File: config.mk
export PLATFORM = sky130hd
export DESIGN_NAME = cofre_sequencial
export DESIGN_NICKNAME = d
export VERILOG_FILES = /design/src/rtl/cofre_sequencial.sv
export SDC_FILE = /design/constraint.sdc
export NUM_CORES = 1
export LEC_CHECK = 0
export CORE_MARGIN = 8
export CORE_UTILIZATION = 45
export CTS_BUF_LIST = sky130_fd_sc_hd__clkbuf_4 sky130_fd_sc_hd__clkbuf_8
export DETAILED_ROUTE_END_ITERATION = 12
export GPL_ROUTABILITY_DRIVEN = 0
export GPL_TIMING_DRIVEN = 0
export PLACE_DENSITY = 0.65
export SLEW_MARGIN = 15
export SYNTH_ARGS = -nofsm -noshare
export SYNTH_HDL_FRONTEND = slang
export SYNTH_SLANG_ARGS = --single-unit
File: constraint.sdc
create_clock -name clk -period 3.66 [get_ports clk]
set_input_delay 0.549 -clock clk [delete_from_list [all_inputs] [get_ports clk]]
set_output_delay 0.549 -clock clk [all_outputs]
set_load 0.1 [all_outputs]
File: src/rtl/cofre_sequencial.sv
// Sequential safe controller: programmable password, attempt evaluation,
// error counting with timed lockout and registered result flags.
module cofre_sequencial #(
  parameter int LARGURA  = 4,
  parameter int LIMIAR   = 3,
  parameter int MAX_TENT = 3,
  parameter int T_BLOQ   = 50_000_000,
  parameter logic [LARGURA-1:0] SENHA_INI = '0
) (
  input  logic                 clk,
  input  logic                 rst_n,
  input  logic [LARGURA-1:0]   tentativa,
  input  logic                 confirma,
  input  logic [LARGURA-1:0]   nova_senha,
  input  logic                 gravar,
  input  logic                 fechar,
  output logic                 aberto,
  output logic                 perto,
  output logic                 errada,
  output logic                 bloqueado,
  output logic [$clog2(MAX_TENT+1)-1:0] tentativas_rest,
  output logic [LARGURA-1:0]   diferenca,
  output logic                 sinal
);

  localparam int CW = $clog2(MAX_TENT + 1);
  localparam int TW = (T_BLOQ > 1) ? $clog2(T_BLOQ) : 1;

  localparam logic [CW-1:0] MAXT = CW'(MAX_TENT);
  localparam logic [TW-1:0] TINI = TW'(T_BLOQ - 1);

  typedef enum logic [1:0] {
    FECHADO,
    ABERTO,
    BLOQUEADO
  } estado_t;

  estado_t            estado, estado_d;
  logic [LARGURA-1:0] senha_reg, senha_d;
  logic [CW-1:0]      erros, erros_d;
  logic [TW-1:0]      timer, timer_d;
  logic               confirma_q;
  logic               perto_q, perto_d;
  logic               errada_q, errada_d;
  logic [LARGURA-1:0] dif_q, dif_d;
  logic               sinal_q, sinal_d;

  logic               ev;
  logic               maior;
  logic [LARGURA-1:0] dif_c;

  assign ev    = confirma & ~confirma_q;
  assign maior = tentativa > senha_reg;
  assign dif_c = maior ? tentativa - senha_reg
                       : senha_reg - tentativa;

  always_comb begin
    estado_d = estado;
    senha_d  = senha_reg;
    erros_d  = erros;
    timer_d  = timer;
    perto_d  = perto_q;
    errada_d = errada_q;
    dif_d    = dif_q;
    sinal_d  = sinal_q;
    unique case (estado)
      FECHADO: begin
        if (ev) begin
          if (tentativa == senha_reg) begin
            estado_d = ABERTO;
            perto_d  = 1'b0;
            errada_d = 1'b0;
            erros_d  = '0;
            dif_d    = '0;
            sinal_d  = 1'b0;
          end else begin
            errada_d = 1'b1;
            perto_d  = int'(dif_c) <= LIMIAR;
            dif_d    = dif_c;
            sinal_d  = maior;
            erros_d  = erros + CW'(1);
            if (erros == MAXT - CW'(1)) begin
              estado_d = BLOQUEADO;
              timer_d  = TINI;
            end
          end
        end
      end
      BLOQUEADO: begin
        // timer was preloaded with T_BLOQ-1 so the lock spans T_BLOQ cycles
        if (timer == '0) begin
          estado_d = FECHADO;
          errada_d = 1'b0;
          perto_d  = 1'b0;
          erros_d  = '0;
        end else begin
          timer_d = timer - TW'(1);
        end
      end
      ABERTO: begin
        if (gravar) senha_d = nova_senha;
        if (fechar) estado_d = FECHADO;
      end
      default: estado_d = FECHADO;
    endcase
  end

  always_ff @(posedge clk) begin
    if (!rst_n) begin
      estado     <= FECHADO;
      senha_reg  <= SENHA_INI;
      erros      <= '0;
      timer      <= '0;
      confirma_q <= 1'b0;
      perto_q    <= 1'b0;
      errada_q   <= 1'b0;
      dif_q      <= '0;
      sinal_q    <= 1'b0;
    end else begin
      estado     <= estado_d;
      senha_reg  <= senha_d;
      erros      <= erros_d;
      timer      <= timer_d;
      confirma_q <= confirma;
      perto_q    <= perto_d;
      errada_q   <= errada_d;
      dif_q      <= dif_d;
      sinal_q    <= sinal_d;
    end
  end

  assign aberto          = estado == ABERTO;
  assign bloqueado       = estado == BLOQUEADO;
  assign tentativas_rest = MAXT - erros;
  assign perto           = perto_q;
  assign errada          = errada_q;
  assign diferenca       = dif_q;
  assign sinal           = sinal_q;

endmodule

==> flow_metrics.env, run 1 <==
export IMPL_outcome="finished clean"
export IMPL_ctsHoldBuffers=0
export IMPL_cts_sinks=42
export IMPL_die_area_um2=8310
export IMPL_ant_nets=0
export IMPL_synth_seq_cells=42
export IMPL_synth_edff_count=0
export IMPL_yosys_area_top_type="dfxtp_1"
export IMPL_clk_latency_ns=0.29
export IMPL_num_vias=2329
export IMPL_antenna_found_initial=0
export IMPL_drive_gt1_frac=0.101
export IMPL_start_util=0.464
export IMPL_route_detailed_drc=0
export IMPL_yosysMostFrequentCell="dfxtp_1"
export IMPL_synthTopCellsByCount="dfxtp_1, nand2_1, inv_1, nor2_1, nor3_1"
export IMPL_syn_inst=297
export IMPL_root_buffer="clkbuf_8"
export IMPL_area_growth_pct=17.1
export IMPL_dpl_hpwl_mm=4.67
export IMPL_die_w_um=91.1
export IMPL_io_buffers=23
export IMPL_wl_mm=6.31
export IMPL_cts_clk_slew_worst_paths_ns=0.09
export IMPL_n_fill_cell=550
export IMPL_grt_max_degree=15
export IMPL_crit_chain="or2b_1, clkbuf_1, inv_1, clkdlybuf4s50_1"
export IMPL_drv_slew=0
export IMPL_grtUsageTotal=0.151
export IMPL_r2r_setup_slack_ns=1.04
export IMPL_htree_levels=2
export IMPL_async_flop_share=0
export IMPL_syn_area_per_cell_um2=8.56
export IMPL_hold_violations=0
export IMPL_coreArea_um2=5470
export IMPL_ys_dominant_reg_cell="dfxtp_1"
export IMPL_endpoint_kind="output pin"
export IMPL_post_route_period_util=0.847
export IMPL_drt_iter0_markers=92
export IMPL_pwr_share_comb=0.263
export IMPL_min_period_ns=3.10
export IMPL_synthesis_area_um2=2540
export IMPL_synth_top_area_share=0.331
export IMPL_cts_setup_buffers=0
export IMPL_setup_viol=0
export IMPL_synth_distinct_cells=67
export IMPL_power_density_nw_per_um2=397
export IMPL_rows=27
export IMPL_antenna_cells=0
export IMPL_cts_buffer_depth=2
export IMPL_timing_fmax_mhz=323
export IMPL_drt_wirelength_per_cell_um=15.8
export IMPL_required_ns=3.11
export IMPL_startpoint_type="flop"
export IMPL_fin_util=0.544
export IMPL_yosys_warnings=0
export IMPL_worstPathArrival_ns=2.55
export IMPL_crit_slowest_cell="clkdlybuf4s50_1"
export IMPL_power_switching_mw=0.397
export IMPL_grt_overflow=0
export IMPL_syn_nets=321
export IMPL_power_frac_clock=0.316
export IMPL_critPathMaxFanout=7
export IMPL_fin_worst_skew_ns=0.00534
export IMPL_largest_register_ffs=26
export IMPL_grt_pass1_wl_mm=10.6
export IMPL_ctsResizeCount=0
export IMPL_swShare=0.336
export IMPL_grt_pass1_vias=2227
export IMPL_cap_violations=0
export IMPL_drt_pass1_iter_count=4
export IMPL_p_int_mw=0.785
export IMPL_cpPeakStageDelay_ns=1.16
export IMPL_chipHeight_um=91.1
export IMPL_total_leakage_power_nw=1.13
export IMPL_slew_headroom=0.346
export IMPL_cts_made_buffers=5
export IMPL_p_seq_frac=0.421
export IMPL_synth_seq_area_share=0.331
export IMPL_tns_ns=0
export IMPL_io_pins=24
export IMPL_path_class="reg2out"
export IMPL_vias_per_cell=5.82
export IMPL_irDropWorstVdd_uv=210
export IMPL_netlist_top_cells_area="dfxtp_1, ha_1, nor3_1"
export IMPL_fin_nets=351
export IMPL_hp_class="reg2reg"
export IMPL_cts_tree="done"
export IMPL_rsz0062_at_grt="no"
export IMPL_worst_pin_slew_ns=0.978
-- cell usage in the layout (no fill, tap or decap), drive strengths merged, types with 3 or more instances in the layout --
master,n
mux2i,3
a2111oi,5
a2111o,4
a211oi,4
a21oi,19
ha,9
clkdlybuf4s50,23
o31ai,4
or3,6
dfxtp,42
nor2,18
nand2,22
a31oi,8
nand3,18
or4,3
nor4b,3
nor4,7
o2111ai,3
buf,9
inv,18
nor3,19
clkbuf,11
and2,3
nand4,7
and4,6
o21ai,11
and3,6
-- power by group through the flow --
stage	logic [mW]	clock network [mW]	registers (mW)
6_report	0.311	0.374	0.497
3_5_place_dp	0.309	0	0.508
5_1_grt	0.340	0.407	0.500
4_1_cts	0.311	0.385	0.497
3_3_place_gp	0.306	0	0.507
2_1_floorplan	0.192	0	0.548
-- through the flow --
stage                     area (um2)  hold WS [ns]  cells  worst slack, ns  total power [mW]
after floorplan                 2540         0.436    297             1.21             0.740
final                           2980         0.462    400            0.560              1.18
after detailed placement        2860         0.451    392            0.306             0.817
after global routing            2980         0.473    400            0.414              1.25
after CTS                       2980         0.463    400            0.550              1.19
after global placement          2860         0.444    392            0.302             0.813
-- kinds of logic (layout without fill, tap and decap cells) --
family | Yosys count | after routing | synth area share
compound gates | 74 | 74 | 0.227
flops | 42 | 42 | 0.331
simple gates | 129 | 129 | 0.297
xor+xnor | 3 | 3 | 0.0103
buf+inv | 34 | 65 | 0.0586
mux | 4 | 4 | 0.0162
fa+ha+maj | 11 | 11 | 0.0601
-- critical path, delay by kind of cell, from the launching register on --
kind                   cells  cell delay, ns
buffers and inverters      3            1.56
flip-flops                 1            0.43
AND/OR/NAND/NOR            1            0.26
-- layer usage --
metal | wire length (um) | up-vias | track usage | part of all wire
met5 | 0 | - | 0 | 0
met3 | 215 | 9 | 0.0321 | 0.034
met2 | 2970 | 35 | 0.255 | 0.47
met1 | 3060 | 1102 | 0.187 | 0.48
met4 | 70 | 0 | 0.0491 | 0.011
li1 | - | 1183 | - | -
-- layout make-up --
cell class	count	area, um2	area share
multi-input cells	221	1550	0.521
repair buffers	23	230	0.0774
well taps	72	90.1	0.0303
clock buffers	5	68.8	0.0231
plain buffers	15	77.6	0.0261
flip-flops and latches	42	841	0.283
clock inverters	3	45.0	0.0151
inverters	19	71.3	0.0240
-- path summary, 6_finish.rpt --
kind,start,end,depth (start not counted)
max,estado[1],bloqueado,4
min,sinal,sinal,2
max reg2reg,senha_reg[2],timer[5],8
min reg2reg,sinal,sinal,2
No activity file was read; power rests on OpenSTA's default activity.
==> inputs of run 2 (changes only) <==
Settings changed: PLACE_DENSITY 0.65 to 0.68.
Clock period 3.66 ns to 2.6 ns, I/O delays scaled along.
==> run 2 against run 1 <==
Clock-buffer cell count increased by 2. Core utilization increased by 0.71 points. Clock power increased by 20%. Design area increased by 1.3%. Via count increased by 2.4%. Hold slack got worse by 0.0046 ns. Largest cell class unchanged. Combinational power increased by 43%. Global-route usage increased by 0.36 points.
==> flow_metrics.env, run 2 (synthesized netlist as in run 1, its figures left out) <==
export IMPL_outcome="finished clean"
export IMPL_drt_iter0_markers=117
export IMPL_grt_max_degree=13
export IMPL_design_area_um2=3010
export IMPL_cts_buffer_depth=2
export IMPL_rsz0062_at_grt="yes"
export IMPL_cap_violations=0
export IMPL_worst_pin_slew_ns=0.971
export IMPL_die_w_um=91.1
export IMPL_root_buffer="clkbuf_8"
export IMPL_worstPathArrival_ns=2.75
export IMPL_num_vias=2385
export IMPL_wl_mm=6.51
export IMPL_largest_register_ffs=26
export IMPL_die_area_um2=8310
export IMPL_cts_clk_slew_worst_paths_ns=0.08
export IMPL_grtUsageTotal=0.155
export IMPL_total_leakage_power_nw=1.16
export IMPL_slew_headroom=0.351
export IMPL_layout_common_cells="dfxtp_1, nand2_1, clkdlybuf4s50_1"
export IMPL_hp_start="errada"
export IMPL_worst_slack_ns=0.0885
export IMPL_fin_worst_skew_ns=0.00746
export IMPL_final_cells=404
export IMPL_hold_violations=0
export IMPL_critPathMaxFanout=9
export IMPL_cts_sinks=42
export IMPL_dp_cells=392
export IMPL_chipHeight_um=91.1
export IMPL_drt_pass1_iter_count=4
export IMPL_vias_per_cell=5.90
export IMPL_grt_pass1_vias=2252
export IMPL_tns_ns=0
export IMPL_antenna_found_initial=0
export IMPL_fin_util=0.551
export IMPL_grt_pass1_wl_mm=10.8
export IMPL_antenna_cells=0
export IMPL_r2r_start="timer[0]"
export IMPL_pre_cts_ws_ns=-0.574
export IMPL_setup_viol=0
export IMPL_dpl_hpwl_mm=4.77
export IMPL_clk_latency_ns=0.29
export IMPL_io_buffers=23
export IMPL_power_density_nw_per_um2=529
export IMPL_register_area_um2=841
export IMPL_min_period_ns=2.51
export IMPL_coreArea_um2=5470
export IMPL_startpoint_type="input pin"
export IMPL_ant_nets=0
export IMPL_post_route_period_util=0.966
export IMPL_htree_levels=2
export IMPL_drt_wirelength_per_cell_um=16.1
export IMPL_timing_fmax_mhz=398
export IMPL_io_pins=24
export IMPL_cts_tree="done"
export IMPL_drive_gt1_frac=0.133
export IMPL_grt_overflow=0
export IMPL_drv_slew=0
export IMPL_multi_input_area_um2=1580
export IMPL_route_detailed_drc=0
export IMPL_hp_class="reg2reg"
export IMPL_place_area_um2=2860
export IMPL_rows=27
export IMPL_path_class="in2reg"
export IMPL_irDropWorstVdd_uv=324
export IMPL_final_common_cell="dfxtp_1"
export IMPL_fin_nets=355
export IMPL_start_util=0.464
export IMPL_area_growth_pct=18.6
export IMPL_cts_made_buffers=5
export IMPL_required_ns=2.84
export IMPL_n_fill_cell=531
export IMPL_startpoint="tentativa[2]"
export IMPL_endpoint_kind="flop"
==> run 2: cell count changes in the layout (fill, tap and decap cells not counted), moves of 2 or more <==
cell             before  now
a21oi_1              17   15
buf_4                 2    6
clkdlybuf4s50_1      23   21
clkinvlp_4            2    0
==> run 2: worst max-delay path, stage by stage <==
cell and delay, ns:
clkdlybuf4s50_1 0.49, inv_1 0.05, ha_1 0.26, buf_2 0.20, nand4_1 0.14, buf_4 0.17
nand3_2 0.18, nand2_1 0.24, or4_1 0.53, nand2_1 0.08
==> run 2: power by group <==
group / leakage, nW / switching, mW / internal, mW
registers: 0.341 / 0.0294 / 0.671
clock network: 0.0517 / 0.222 / 0.225
logic: 0.767 / 0.293 / 0.153
total: 1.16 / 0.545 / 1.05
==> run 2: cell type report <==
type / count / area share
buffer: 15 / 0.0262
clock buffer: 7 / 0.0299
clock inverter: 1 / 0.00166
inverter: 19 / 0.0237
multi-input combinational: 221 / 0.523
sequential: 42 / 0.279
tap: 72 / 0.0299
timing repair buffer: 27 / 0.0863
==> run 2: worst paths after layout <==
kind	slack, ns	end	cells past startpoint
setup / recovery	0.09	timer[18]	10
hold / removal	0.46	errada	2
setup reg to reg	0.15	timer[7]	8
hold reg to reg	0.46	errada	2
==> run 2: what timing repair did <==
action | in CTS | in global routing
resized for setup | 6 | 5
pin swaps | 1 | 4
hold buffers | 0 | 0
setup buffers | 1 | 3
endpoints found under the setup margin | 15 | 2
==> run 2: routing by layer <==
metal  vias to the layer above  wire length (um)  track usage  share of wire
met4                         0                82       0.0464          0.013
met1                      1143              3060        0.190           0.47
li1                       1194                 -            -              -
met2                        40              3090        0.265           0.47
met3                         8               274       0.0321          0.042
met5                         -                 0            0              0
==> run 2: through the flow <==
stage	hold WS, ns	power [mW]
floorplan	0.436	1.04
global placement	0.444	1.14
detailed placement	0.450	1.15
CTS	0.462	1.60
global route	0.482	1.68
finish	0.458	1.59
